### config.mk
export PLATFORM = sky130hd
export DESIGN_NAME = string_printer
export DESIGN_NICKNAME = d
export VERILOG_FILES = /design/src/rtl/printer_defs.sv /design/src/rtl/string_rom.sv /design/src/rtl/string_printer.sv
export SDC_FILE = /design/constraint.sdc
export NUM_CORES = 1
export LEC_CHECK = 0
export ABC_AREA = 0
export CORE_AREA = 5 5 97 54
export CTS_BUF_LIST = sky130_fd_sc_hd__clkbuf_16
export DETAILED_ROUTE_END_ITERATION = 8
export DIE_AREA = 0 0 102 59
export MAX_ROUTING_LAYER = met4
export PLACE_DENSITY = 0.78
export SLEW_MARGIN = 30
export SYNTH_ARGS = -nofsm -noshare
export SYNTH_HDL_FRONTEND = slang
export SYNTH_SLANG_ARGS = --single-unit
### constraint.sdc
create_clock -name clk -period 8.1 [get_ports clk]
set_clock_uncertainty 0.2 [all_clocks]
set_input_delay 0.81 -clock clk [delete_from_list [all_inputs] [get_ports clk]]
set_output_delay 0.81 -clock clk [all_outputs]
set_load 0.01 [all_outputs]
### src/rtl/printer_defs.sv
// Shared definitions for the terminal message printer.
//   - STRING_* message codes (also driven by the terminal control state machine)
//   - ASCII CR / LF constants
//   - printer FSM state encoding
//   - MSG_MAX: length of the longest message, which sets the ROM row width
package printer_defs;

  localparam logic [2:0] STRING_NONE    = 3'b000;
  localparam logic [2:0] STRING_INTRO   = 3'b001;
  localparam logic [2:0] STRING_BENCH   = 3'b010;
  localparam logic [2:0] STRING_ALU     = 3'b011;
  localparam logic [2:0] STRING_CPU     = 3'b100;
  localparam logic [2:0] STRING_INVALID = 3'b101;
  localparam logic [2:0] STRING_REPORT  = 3'b110;
  localparam logic [2:0] STRING_RSVD    = 3'b111;

  localparam logic [7:0] CR = 8'h0D;
  localparam logic [7:0] LF = 8'h0A;

  localparam int MSG_MAX = 12;

  typedef enum logic [1:0] {
    IDLE     = 2'd0,
    SEND     = 2'd1,
    WAIT_CLR = 2'd2
  } state_t;

  // The reserved code behaves exactly like NONE.
  function automatic logic is_msg_code(input logic [2:0] code);
    return (code != STRING_NONE) && (code != STRING_RSVD);
  endfunction

endpackage

### src/rtl/string_rom.sv
// Combinational message ROM.
//   code : message code (STRING_*)
//   idx  : byte position within the message
//   data : ASCII byte at idx (0x00 when idx is past the end or code is NONE)
//   last : idx addresses the final byte of the message
// Each message is stored left-aligned in a MSG_MAX-byte row, byte 0 in the
// most significant position.
module string_rom
  import printer_defs::*;
#(
  parameter int IDX_W = 5
) (
  input  logic [2:0]       code,
  input  logic [IDX_W-1:0] idx,
  output logic [7:0]       data,
  output logic             last
);

  localparam int ROW_W = 8 * MSG_MAX;

  localparam logic [ROW_W-1:0] MSG_INTRO   = {"EC551 Lab2", CR, LF};
  localparam logic [ROW_W-1:0] MSG_BENCH   = {"BENCH", CR, LF, 40'h0};
  localparam logic [ROW_W-1:0] MSG_ALU     = {"ALU", CR, LF, 56'h0};
  localparam logic [ROW_W-1:0] MSG_CPU     = {"CPU", CR, LF, 56'h0};
  localparam logic [ROW_W-1:0] MSG_INVALID = {"INVALID", CR, LF, 24'h0};
  localparam logic [ROW_W-1:0] MSG_REPORT  = {"DONE", CR, LF, 48'h0};

  logic [ROW_W-1:0] row;
  int               len;
  int               pos;

  always_comb begin
    row = '0;
    len = 0;
    case (code)
      STRING_INTRO:   begin row = MSG_INTRO;   len = 12; end
      STRING_BENCH:   begin row = MSG_BENCH;   len = 7;  end
      STRING_ALU:     begin row = MSG_ALU;     len = 5;  end
      STRING_CPU:     begin row = MSG_CPU;     len = 5;  end
      STRING_INVALID: begin row = MSG_INVALID; len = 9;  end
      STRING_REPORT:  begin row = MSG_REPORT;  len = 6;  end
      default:        begin row = '0;          len = 0;  end
    endcase

    pos  = int'(idx);
    data = 8'h00;
    last = 1'b0;
    if (pos < len) begin
      data = row[ROW_W-1-8*pos -: 8];
      last = (pos == len - 1);
    end
  end

endmodule

### src/rtl/string_printer.sv
// Streams a fixed ASCII message, selected by string_sel, one byte per
// valid/ready beat to the UART transmitter, then pulses printer_done.
//   clk          : system clock, rising edge
//   rst          : asynchronous active-high reset
//   string_sel   : message code, sampled only while idle
//   tx_data      : current ASCII byte (registered)
//   tx_valid     : tx_data is valid
//   tx_ready     : transmitter accepts tx_data this cycle
//   printer_done : one-cycle pulse after the final byte is accepted
//   busy         : high whenever the printer is not idle
module string_printer
  import printer_defs::*;
#(
  parameter int MAX_LEN = 16
) (
  input  logic       clk,
  input  logic       rst,
  input  logic [2:0] string_sel,
  output logic [7:0] tx_data,
  output logic       tx_valid,
  input  logic       tx_ready,
  output logic       printer_done,
  output logic       busy
);

  localparam int IDX_W = $clog2(MAX_LEN + 1);

  state_t           state;
  logic [IDX_W-1:0] idx;
  logic [IDX_W-1:0] idx_next;
  logic [2:0]       code_q;
  logic             last_q;

  logic [2:0]       rom_code;
  logic [IDX_W-1:0] rom_idx;
  logic [7:0]       rom_data;
  logic             rom_last;

  assign idx_next = idx + IDX_W'(1);

  // A single ROM port serves both lookups: byte 0 of the incoming code while
  // idle, otherwise the byte following the one on tx_data. The last flag is
  // captured with each byte so the SEND state knows when the beat ends the
  // message without a second lookup.
  assign rom_code = (state == IDLE) ? string_sel : code_q;
  assign rom_idx  = (state == IDLE) ? '0 : idx_next;

  string_rom #(
    .IDX_W (IDX_W)
  ) u_rom (
    .code (rom_code),
    .idx  (rom_idx),
    .data (rom_data),
    .last (rom_last)
  );

  always_ff @(posedge clk or posedge rst) begin
    if (rst) begin
      state        <= IDLE;
      idx          <= '0;
      code_q       <= STRING_NONE;
      last_q       <= 1'b0;
      tx_data      <= 8'h00;
      tx_valid     <= 1'b0;
      printer_done <= 1'b0;
      busy         <= 1'b0;
    end else begin
      printer_done <= 1'b0;
      case (state)
        IDLE: begin
          if (is_msg_code(string_sel)) begin
            code_q   <= string_sel;
            idx      <= '0;
            tx_data  <= rom_data;
            last_q   <= rom_last;
            tx_valid <= 1'b1;
            busy     <= 1'b1;
            state    <= SEND;
          end
        end
        SEND: begin
          if (tx_valid && tx_ready) begin
            idx <= idx_next;
            if (last_q) begin
              tx_valid     <= 1'b0;
              printer_done <= 1'b1;
              state        <= WAIT_CLR;
            end else begin
              tx_data <= rom_data;
              last_q  <= rom_last;
            end
          end
        end
        WAIT_CLR: begin
          // Re-arm only once the selector has been withdrawn, so a code still
          // held while printer_done is being sampled does not print twice.
          if (!is_msg_code(string_sel)) begin
            busy  <= 1'b0;
            state <= IDLE;
          end
        end
        default: begin
          state <= IDLE;
        end
      endcase
    end
  end

endmodule
==> run summary, run 1 <==
Die area = 6018 µm²
Nets = 293
Area fraction in and, or, nand and nor cells after synthesis = 23.34%
Run status = completed
Min-delay worst type = reg -> reg
Drt via density = 6.815
Post-Syn Instances = 281
Ports = 17
Final global-route overflow total = 0
Iteration-0 DRC Markers = 284
Count of port buffers added during placement = 15
Max layer used = met4
Mux contribution to synthesized area = 3.490%
H-tree depth reported by CTS = 1
DR WL met2 = 2.584 mm
Synthesized-area fraction occupied by ao, oa, aoi and oai cells = 33.18%
Crit path arrival time = 4.09 ns
# hold bufs at CTS = 0
Floorplan die height = 59 µm
Number of post-CTS setup repair buffers = 0
Adder and majority gate portion of the synthesized area = 4.005%
Post-CTS clock slew at the launch and capture registers of the worst setup and hold paths = 0.06 ns
Total Wirelength = 6.745 mm
Largest fanout on the critical path = 12
Required @ worst endpoint = 8.07 ns
# diodes = 0
Share of flip-flops with an asynchronous set or reset after synthesis = 100.0%
Total routing usage reported by global routing = 23.61%
Source-to-sink clock delay at the later pin of the worst-skew pair = 0.26 ns
Average detailed-routed wire length per instance = 20.07 µm
Number of warnings issued by yosys = 0
First-pass GRT wire length = 10.76 mm
Startpoint type of the worst setup path = input port
Worst-case headroom to the max-slew limit = 44.04%
Number of buffers added by the clock tree synthesis step = 3
Drt pass-1 iters = 5
Final TNS setup = 0 ns
Number of vias in the routed layout = 2290
Layout overhead on the synthesized area = 9.268%
Routability-driven placement congestion ratio = 1.049
Core area = 4233 µm²
Unique cell type count in the Yosys netlist = 69
Final Hold Vio Count = 0
Utilization after layout = 56.46%
Proportion of netlist area held by the largest area contributor = 24.03%
Worst-Margin Slew = 0.8342 ns
Antenna violation net count after detailed routing = 0
RSZ-0062 raised after global routing = false
Worst setup path category = in -> reg
Max Clk Rate = 0.2427 GHz
Post-route fraction of the period consumed by the critical path = 50.87%
Number of nets produced by synthesis = 294
Total of flip-flops plus latches after synthesis = 21
Final setup violation count = 0
Number of flops mapped to enable cells by yosys = 0
Pin count of the biggest net entering global routing = 23
Most used flip-flop cell after synthesis = dfrtp_1
Chip width = 102 µm
CTS tree = done
Root buffer selected by CTS = clkbuf_16
# clock sinks = 21
Portion of the post-synthesis area used by sequential elements = 24.03%
DRT met1 WL = 3.232 mm
Share of post-route cells with drive strength above 1 = 8.961%
DRC Markers = 0
Mean instance size in the synthesized netlist = 7.783 µm²
Resized cells post-CTS = 0
Final worst path period need = 4.121 ns
Number of max-cap violations = 0
Largest buffer count on any clock path = 2
Total met3 wirelength after detailed routing = 883 µm
Detailed Place HPWL = 5.101 mm
Crit end category = flop
Initial standard-cell utilization of the core = 51.67%
Main combinational cell family by area after synthesis = compound AO/OA/AOI/OAI gates
Leading cell types by total area after synthesis = dfrtp_1 (24%), o21ai_0 (5.0%), o211ai_1 (4.1%), ha_1 (4.0%), nand2_1 (3.9%)
Post-Syn Area = 2187 µm²
Xor and xnor area share after synthesis = 4.748%
Floorplan row count = 17
Number of global-route vias before repair = 1997
Largest area contributor in the netlist = dfrtp_1
Max-slew violation count = 0
Antenna violations before repair = 0
-- cell usage in the layout (no fill, tap or decap), types with 3 or more instances in the layout --
| cell | n |
|---|---|
| a21o_1 | 4 |
| a21oi_1 | 12 |
| a31oi_1 | 3 |
| and3_1 | 6 |
| clkbuf_16 | 3 |
| clkdlybuf4s50_1 | 15 |
| dfrtp_1 | 21 |
| ha_1 | 7 |
| inv_1 | 12 |
| mux2_2 | 5 |
| nand2_1 | 23 |
| nand2b_1 | 6 |
| nand3_1 | 10 |
| nor2_1 | 23 |
| nor2b_1 | 4 |
| nor3_1 | 9 |
| o211ai_1 | 12 |
| o21ai_0 | 22 |
| o31ai_1 | 6 |
| or3_1 | 3 |
| xnor2_1 | 5 |
| xor2_1 | 5 |
-- worst max-delay path: stages --
cell             delay (ns)
clkdlybuf4s50_1        0.70
or4b_1                 0.46
o21ai_0                0.20
inv_1                  0.26
ha_1                   0.32
nor2b_1                0.12
o21ai_0                0.15
nand2b_1               0.13
a2111oi_4              0.56
nand2_1                0.12
o31ai_1                0.25
-- final timing paths --
| path | from | end | slack [ns] | cells after the start |
|---|---|---|---|---|
| worst max register to register | idx[0]$_DFFE_PP0P_ | tx_data[0]$_DFFE_PP0P_ | 4.24 | 10 |
| max in group asynchronous | rst | tx_data[3]$_DFFE_PP0P_ | 6.58 | 2 |
| worst max-delay path | string_sel[1] | tx_data[0]$_DFFE_PP0P_ | 3.98 | 11 |
| worst min-delay path | tx_data[5]$_DFFE_PP0P_ | tx_data[5]$_DFFE_PP0P_ | 0.28 | 2 |
| worst min register to register | tx_data[5]$_DFFE_PP0P_ | tx_data[5]$_DFFE_PP0P_ | 0.28 | 2 |
| min in group asynchronous | rst | idx[0]$_DFFE_PP0P_ | 0.72 | 2 |
-- Yosys cell counts (all sizes together), types with 7 or more instances --
| cell | count |
|---|---|
| a21oi | 13 |
| buf | 15 |
| clkbuf | 7 |
| dfrtp | 21 |
| ha | 7 |
| inv | 13 |
| nand2 | 26 |
| nand3 | 10 |
| nor2 | 23 |
| nor3 | 9 |
| o211ai | 12 |
| o21ai | 26 |
-- cells by family (layout without fill, tap and decap cells) --
family	after synthesis	count (layout)
compound gates	99	99
xor+xnor	11	11
fa+ha+maj	7	7
buf+inv	35	33
flops	21	21
mux	7	7
other cells	1	1
simple gates	100	100
-- area by class of cell --
type                       count  area [µm²]
fill                         420        1843
multi-input combinational    225        1508
sequential                    21       525.5
timing repair buffer          16       157.7
clock buffer                   3       75.07
tap                           57       71.32
inverter                      13       48.80
clock inverter                 1       3.754
-- state kept, by name, indices dropped and copies added, names as in the netlist --
signal,cells
tx_valid,1
state,2
busy,1
printer_done,1
tx_data,7
idx,5
last_q,1
code_q,3
-- per-stage QoR --
step / instances / setup slack (ns) / hold slack, ns / cell area, µm²
after global routing: 336 / 3.738 / 0.3011 / 2390
after CTS: 336 / 4.046 / 0.2857 / 2390
after detailed placement: 332 / 3.757 / 0.2612 / 2311
final: 336 / 3.979 / 0.2831 / 2390
after floorplan: 281 / 4.688 / 0.2498 / 2187
after global placement: 332 / 3.944 / 0.2648 / 2311
-- routing by layer --
| layer | vias up | GRT usage, % |
|---|---|---|
| li1 | 1046 | - |
| met1 | 1079 | 36.49 |
| met2 | 157 | 30.47 |
| met3 | 8 | 6.698 |
| met4 | 0 | 2.804 |
| met5 | - | - |
Power of run 1 is left out: the tool's default activity adds up to more than one toggle a clock period on the data nets, which glitch-free logic cannot reach.
==> run 2: changes to the inputs <==
--- a/config.mk
+++ b/config.mk
@@ -11,7 +11,7 @@
 export DETAILED_ROUTE_END_ITERATION = 8
 export DIE_AREA = 0 0 102 59
 export MAX_ROUTING_LAYER = met4
-export PLACE_DENSITY = 0.78
+export PLACE_DENSITY = 0.81
 export SLEW_MARGIN = 30
 export SYNTH_ARGS = -nofsm -noshare
 export SYNTH_HDL_FRONTEND = slang
==> constraint.sdc (replaced) <==
create_clock -name clk -period 3.6 [get_ports clk]
set_clock_uncertainty 0.2 [all_clocks]
set_input_delay 0.36 -clock clk [delete_from_list [all_inputs] [get_ports clk]]
set_output_delay 0.36 -clock clk [all_outputs]
set_load 0.01 [all_outputs]
==> run 2 against run 1 <==
Effect of this change:
- via count rose by 3.4%
- final area rose by 5.7%
- global-route usage rose by 2.2 points
- core utilization rose by 3.2 points
- worst hold slack got worse by 0.049 ns
- critical path depth fell by 1
- setup slack got worse by 3.6 ns
- register-to-register slack got worse by 3.9 ns
- highest routed layer unchanged
==> run summary, run 2 (same netlist as run 1, synthesis figures left out) <==
Total routing usage reported by global routing = 25.77% (+2.2 points)
Top Registers = tx_data x7, idx x5, code_q x3
Multi-input gate area = 1508 µm² (unchanged)
Floorplan die height = 59 µm (unchanged)
Startpoint type of the worst setup path = flop
Number of buffers added by the clock tree synthesis step = 3 (unchanged)
RSZ-0062 raised after global routing = false
Resized cells post-CTS = 0 (unchanged)
Register-to-Register Path Depth = 10 (unchanged)
Core area = 4233 µm² (unchanged)
# hold bufs at CTS = 0 (unchanged)
Launching point of the worst reg2reg path = state[0]$_DFFE_PP0P_
Root buffer selected by CTS = clkbuf_16
Max-slew violation count = 0 (unchanged)
Initial standard-cell utilization of the core = 51.67% (unchanged)
Layout overhead on the synthesized area = 15.50%
Final worst path period need = 3.230 ns
CTS tree = done
Number of vias in the routed layout = 2368 (+3.4%)
Largest buffer count on any clock path = 2 (unchanged)
DRC Markers = 0 (unchanged)
Ports = 17 (unchanged)
Launching element of the worst setup path = state[0]$_DFFE_PP0P_
Nets = 311 (+6.1%)
Worst-Margin Slew = 0.7602 ns (-0.07398 ns)
H-tree depth reported by CTS = 1 (unchanged)
Drt via density = 6.689 (-1.9%)
Worst setup path category = reg -> reg
First-pass GRT wire length = 11.63 mm (+8.0%)
Share of post-route cells with drive strength above 1 = 15.15% (+6.2 points)
Final Hold Vio Count = 0 (unchanged)
Iteration-0 DRC Markers = 373 (+31%)
Worst-case headroom to the max-slew limit = 48.78% (+4.7 points)
Total Wirelength = 7.242 mm (+7.4%)
Chip width = 102 µm (unchanged)
Final global-route overflow total = 0 (unchanged)
Run status = completed
Antenna violations before repair = 0 (unchanged)
Crit end category = flop
Floorplan row count = 17 (unchanged)
Final setup violation count = 0 (unchanged)
# diodes = 0 (unchanged)
Filler cells = 373 (-11%)
# clock sinks = 21 (unchanged)
Number of post-CTS setup repair buffers = 0 (unchanged)
Number of global-route vias before repair = 2120 (+6.2%)
Routability-driven placement congestion ratio = 0.9827 (-6.4%)
Max Clk Rate = 0.3096 GHz
Drt pass-1 iters = 5 (unchanged)
Detailed Place HPWL = 5.604 mm (+9.9%)
Utilization after layout = 59.68% (+3.2 points)
Top library cells by usage in the layout, fill and taps aside = nor2_1 (23), nand2_1 (23), o21ai_0 (22)
Antenna violation net count after detailed routing = 0 (unchanged)
Average detailed-routed wire length per instance = 20.46 µm (+1.9%)
Post-CTS clock slew at the launch and capture registers of the worst setup and hold paths = 0.07 ns (about the same)
Largest fanout on the critical path = 12 (unchanged)
Post-route fraction of the period consumed by the critical path = 89.72%
Register bank with the most flops = tx_data
Required @ worst endpoint = 3.56 ns (-4.51 ns)
Capture point of the worst reg-to-reg path = tx_data[0]$_DFFE_PP0P_
Crit path arrival time = 3.19 ns (-0.90 ns)
Largest register FFs = 7 (unchanged)
Destination of the critical timing path = tx_data[0]$_DFFE_PP0P_
Pin count of the biggest net entering global routing = 22 (-4.3%)
Count of port buffers added during placement = 15 (unchanged)
Worst R2R Setup Slack = 0.37 ns (-3.87 ns)
FF/Latch Area = 525.5 µm² (unchanged)
Source-to-sink clock delay at the later pin of the worst-skew pair = 0.26 ns (about the same)
Number of max-cap violations = 0 (unchanged)
Final TNS setup = 0 ns (unchanged)
Die area = 6018 µm² (unchanged)
Min-delay worst type = in -> async
## run 2: cell types whose count changed in the layout (fill, tap and decap cells not counted)
cell and delta:
clkinv_1 -1, clkinv_2 +1, buf_4 +18, inv_1 -1, inv_2 +1
## run 2: how the worst min path moves through the flow
stage	start	end	slack (ns)	cells past startpoint
floorplan	rst	busy$_DFFE_PP0P_	0.14	1
global placement	tx_data[0]$_DFFE_PP0P_	tx_data[0]$_DFFE_PP0P_	0.26	2
detailed placement	tx_data[5]$_DFFE_PP0P_	tx_data[5]$_DFFE_PP0P_	0.27	2
CTS	tx_data[5]$_DFFE_PP0P_	tx_data[5]$_DFFE_PP0P_	0.29	2
global route	rst	tx_valid$_DFFE_PP0P_	0.30	2
finish	rst	tx_valid$_DFFE_PP0P_	0.23	2
## run 2: critical path, stage by stage (launching register included)
cell	delay, ns
dfrtp_1	0.53
or4b_1	0.55
o21ai_0	0.12
inv_1	0.09
ha_1	0.27
nor2b_1	0.12
o21ai_0	0.13
nand2b_1	0.13
a2111oi_4	0.56
nand2_1	0.13
o31ai_1	0.29
## run 2: per-layer routing
layer  wire, µm  part of all wire, %  GRT usage [%]
met1       3412                   47          39.29
met2       2715                   37          31.67
met3       1051                   15          8.931
met4         64                 0.88          5.234
met5          0                    0              -
## run 2: stage by stage
stage | hold WS, ns | cell area, µm² | std cells | setup slack, ns
3_5_place_dp | 0.2696 | 2446 | 350 | 0.09354
6_report | 0.2339 | 2526 | 354 | 0.3700
2_1_floorplan | 0.1365 | 2187 | 281 | 0.3915
5_1_grt | 0.3000 | 2526 | 354 | 0.1758
4_1_cts | 0.2902 | 2526 | 354 | 0.3838
3_3_place_gp | 0.2647 | 2446 | 350 | 0.1985
## run 2: area by class of cell
type / instances / share of cell area (%)
Clock buffer: 3 / 2.972
Timing Repair Buffer: 34 / 11.59
Tap cell: 57 / 2.823
Inverter: 13 / 1.932
Clock inverter: 1 / 0.1981
Sequential cell: 21 / 20.80
Multi-Input combinational cell: 225 / 59.68
Power of run 2 is left out for the same reason.
==> run 3: changes to the inputs <==
--- a/config.mk
+++ b/config.mk
@@ -6,12 +6,12 @@
 export NUM_CORES = 1
 export LEC_CHECK = 0
 export ABC_AREA = 0
-export CORE_AREA = 5 5 97 54
+export CORE_AREA = 5 5 105 58
 export CTS_BUF_LIST = sky130_fd_sc_hd__clkbuf_16
 export DETAILED_ROUTE_END_ITERATION = 8
-export DIE_AREA = 0 0 102 59
+export DIE_AREA = 0 0 110 63
 export MAX_ROUTING_LAYER = met4
-export PLACE_DENSITY = 0.81
+export PLACE_DENSITY = 0.71
 export SLEW_MARGIN = 30
 export SYNTH_ARGS = -nofsm -noshare
 export SYNTH_HDL_FRONTEND = slang
==> run 3 against run 2 <==
Effect of this change:
- sequential share of layout area shrank 0.34 points
- via count grew 2.2%
- setup slack gained 0.053 ns
- critical path type is now in -> reg
==> run summary, run 3 (same netlist as run 1, synthesis figures left out) <==
Core area = 5159 µm² (+22%)
Worst-Margin Slew = 0.6926 ns (-0.06765 ns)
Chip width = 110 µm (+7.8%)
# hold bufs at CTS = 0 (unchanged)
Final global-route overflow total = 0 (unchanged)
Average detailed-routed wire length per instance = 19.98 µm (-2.3%)
Initial standard-cell utilization of the core = 42.40% (-9.3 points)
Share of post-route cells with drive strength above 1 = 16.00% (+0.85 points)
First-pass GRT wire length = 12.21 mm (+5.0%)
Number of post-CTS setup repair buffers = 0 (unchanged)
CTS tree = done
Routability-driven placement congestion ratio = 0.9969 (+1.4%)
Startpoint type of the worst setup path = input port
Final Hold Vio Count = 0 (unchanged)
Final TNS setup = 0 ns (unchanged)
Die area = 6930 µm² (+15%)
Number of buffers added by the clock tree synthesis step = 3 (unchanged)
Largest buffer count on any clock path = 2 (unchanged)
Total routing usage reported by global routing = 23.26% (-2.5 points)
Nets = 314 (+0.96%)
RSZ-0062 raised after global routing = false
Crit path arrival time = 3.15 ns (-0.04 ns)
Setup Slack @ Placement = 0.1800 ns (+0.08649 ns)
Crit end category = flop
Floorplan row count = 19 (+2)
Smallest setup slack after layout = 0.4232 ns (+0.05317 ns)
H-tree depth reported by CTS = 1 (unchanged)
Drt pass-1 iters = 5 (unchanged)
Root buffer selected by CTS = clkbuf_16
Layout overhead on the synthesized area = 17.45%
Drt via density = 6.485 (-3.0%)
Run status = completed
Post-CTS clock slew at the launch and capture registers of the worst setup and hold paths = 0.07 ns (about the same)
Worst-case headroom to the max-slew limit = 53.50% (+4.7 points)
Antenna violations before repair = 0 (unchanged)
Min-delay worst type = in -> async
Number of vias in the routed layout = 2419 (+2.2%)
# diodes = 0 (unchanged)
Register bank with the most flops = tx_data
Post-route fraction of the period consumed by the critical path = 88.24% (-1.5 points)
Number of global-route vias before repair = 2159 (+1.8%)
Worst setup path category = in -> reg
Source-to-sink clock delay at the later pin of the worst-skew pair = 0.26 ns (about the same)
Antenna violation net count after detailed routing = 0 (unchanged)
Number of max-cap violations = 0 (unchanged)
Resized cells post-CTS = 0 (unchanged)
Ports = 17 (unchanged)
Detailed Place HPWL = 5.739 mm (+2.4%)
Floorplan die height = 63 µm (+6.8%)
Total Wirelength = 7.454 mm (+2.9%)
Utilization after layout = 49.79% (-9.9 points)
DRC Markers = 0 (unchanged)
Top library cells by usage in the layout, fill and taps aside = nor2_1 (23), nand2_1 (23), o21ai_0 (22), buf_4 (22), dfrtp_1 (21)
Required @ worst endpoint = 3.57 ns (about the same)
Max-slew violation count = 0 (unchanged)
Largest register FFs = 7 (unchanged)
Largest fanout on the critical path = 6 (-6)
# clock sinks = 21 (unchanged)
Final setup violation count = 0 (unchanged)
Iteration-0 DRC Markers = 425 (+14%)
Pin count of the biggest net entering global routing = 22 (unchanged)
Final worst path period need = 3.177 ns (-0.05317 ns)
Count of port buffers added during placement = 15 (unchanged)
Max Clk Rate = 0.3148 GHz (+1.7%)
Top Registers = tx_data x7, idx x5, code_q x3
-- run 3: changes by cell type in the layout (fill, tap and decap cells not counted) --
cell / change
buf_4: +3
-- run 3: path summary, 6_finish.rpt --
| path | start | to | slack, ns | depth (start not counted) |
|---|---|---|---|---|
| setup / recovery | string_sel[1] | tx_data[0]$_DFFE_PP0P_ | 0.42 | 11 |
| hold / removal | rst | code_q[2]$_DFFE_PP0P_ | 0.24 | 2 |
| setup reg to reg | state[1]$_DFFE_PP0P_ | tx_data[0]$_DFFE_PP0P_ | 0.47 | 10 |
| hold reg to reg | idx[4]$_DFFE_PP0P_ | idx[4]$_DFFE_PP0P_ | 0.28 | 2 |
| max in group asynchronous | rst | tx_data[2]$_DFFE_PP0P_ | 2.63 | 2 |
| min in group clk | idx[4]$_DFFE_PP0P_ | idx[4]$_DFFE_PP0P_ | 0.28 | 2 |
-- run 3: stage by stage --
stage          area (µm²)  hold slack (ns)  instances
2_1_floorplan        2187           0.1365        281
3_3_place_gp         2489           0.2648        369
3_5_place_dp         2489           0.2702        369
4_1_cts              2569           0.2845        373
5_1_grt              2569           0.2965        373
6_report             2569           0.2383        373
-- run 3: layout make-up --
class                           instances  area, µm²
Clock buffer                            3      75.07
Inverter                               13      48.80
Fill cell                             505       2590
Clock inverter                          1      5.005
Tap cell                               73      91.34
Sequential cell                        21      525.5
Multi-Input combinational cell        225       1508
Timing Repair Buffer                   37      315.3
-- run 3: worst max-delay path, cell delays in order --
cell and delay (ns):
clkdlybuf4s50_1 0.52, or4b_1 0.44, o21ai_0 0.12, inv_1 0.09, ha_1 0.26, nor2b_1 0.12, o21ai_0 0.14, nand2b_1 0.13
a2111oi_4 0.58, nand2_1 0.13, o31ai_1 0.25
-- run 3: metal layers --
| layer | wire length, µm | part of all wire (%) | vias to the layer above | global-route usage, % |
|---|---|---|---|---|
| met2 | 2681 | 36 | 168 | 26.59 |
| met5 | 0 | 0 | - | - |
| met3 | 1044 | 14 | 12 | 7.637 |
| met4 | 57 | 0.76 | 0 | 2.955 |
| li1 | - | - | 1093 | - |
| met1 | 3671 | 49 | 1146 | 38.18 |
Power of run 3 is left out for the same reason.
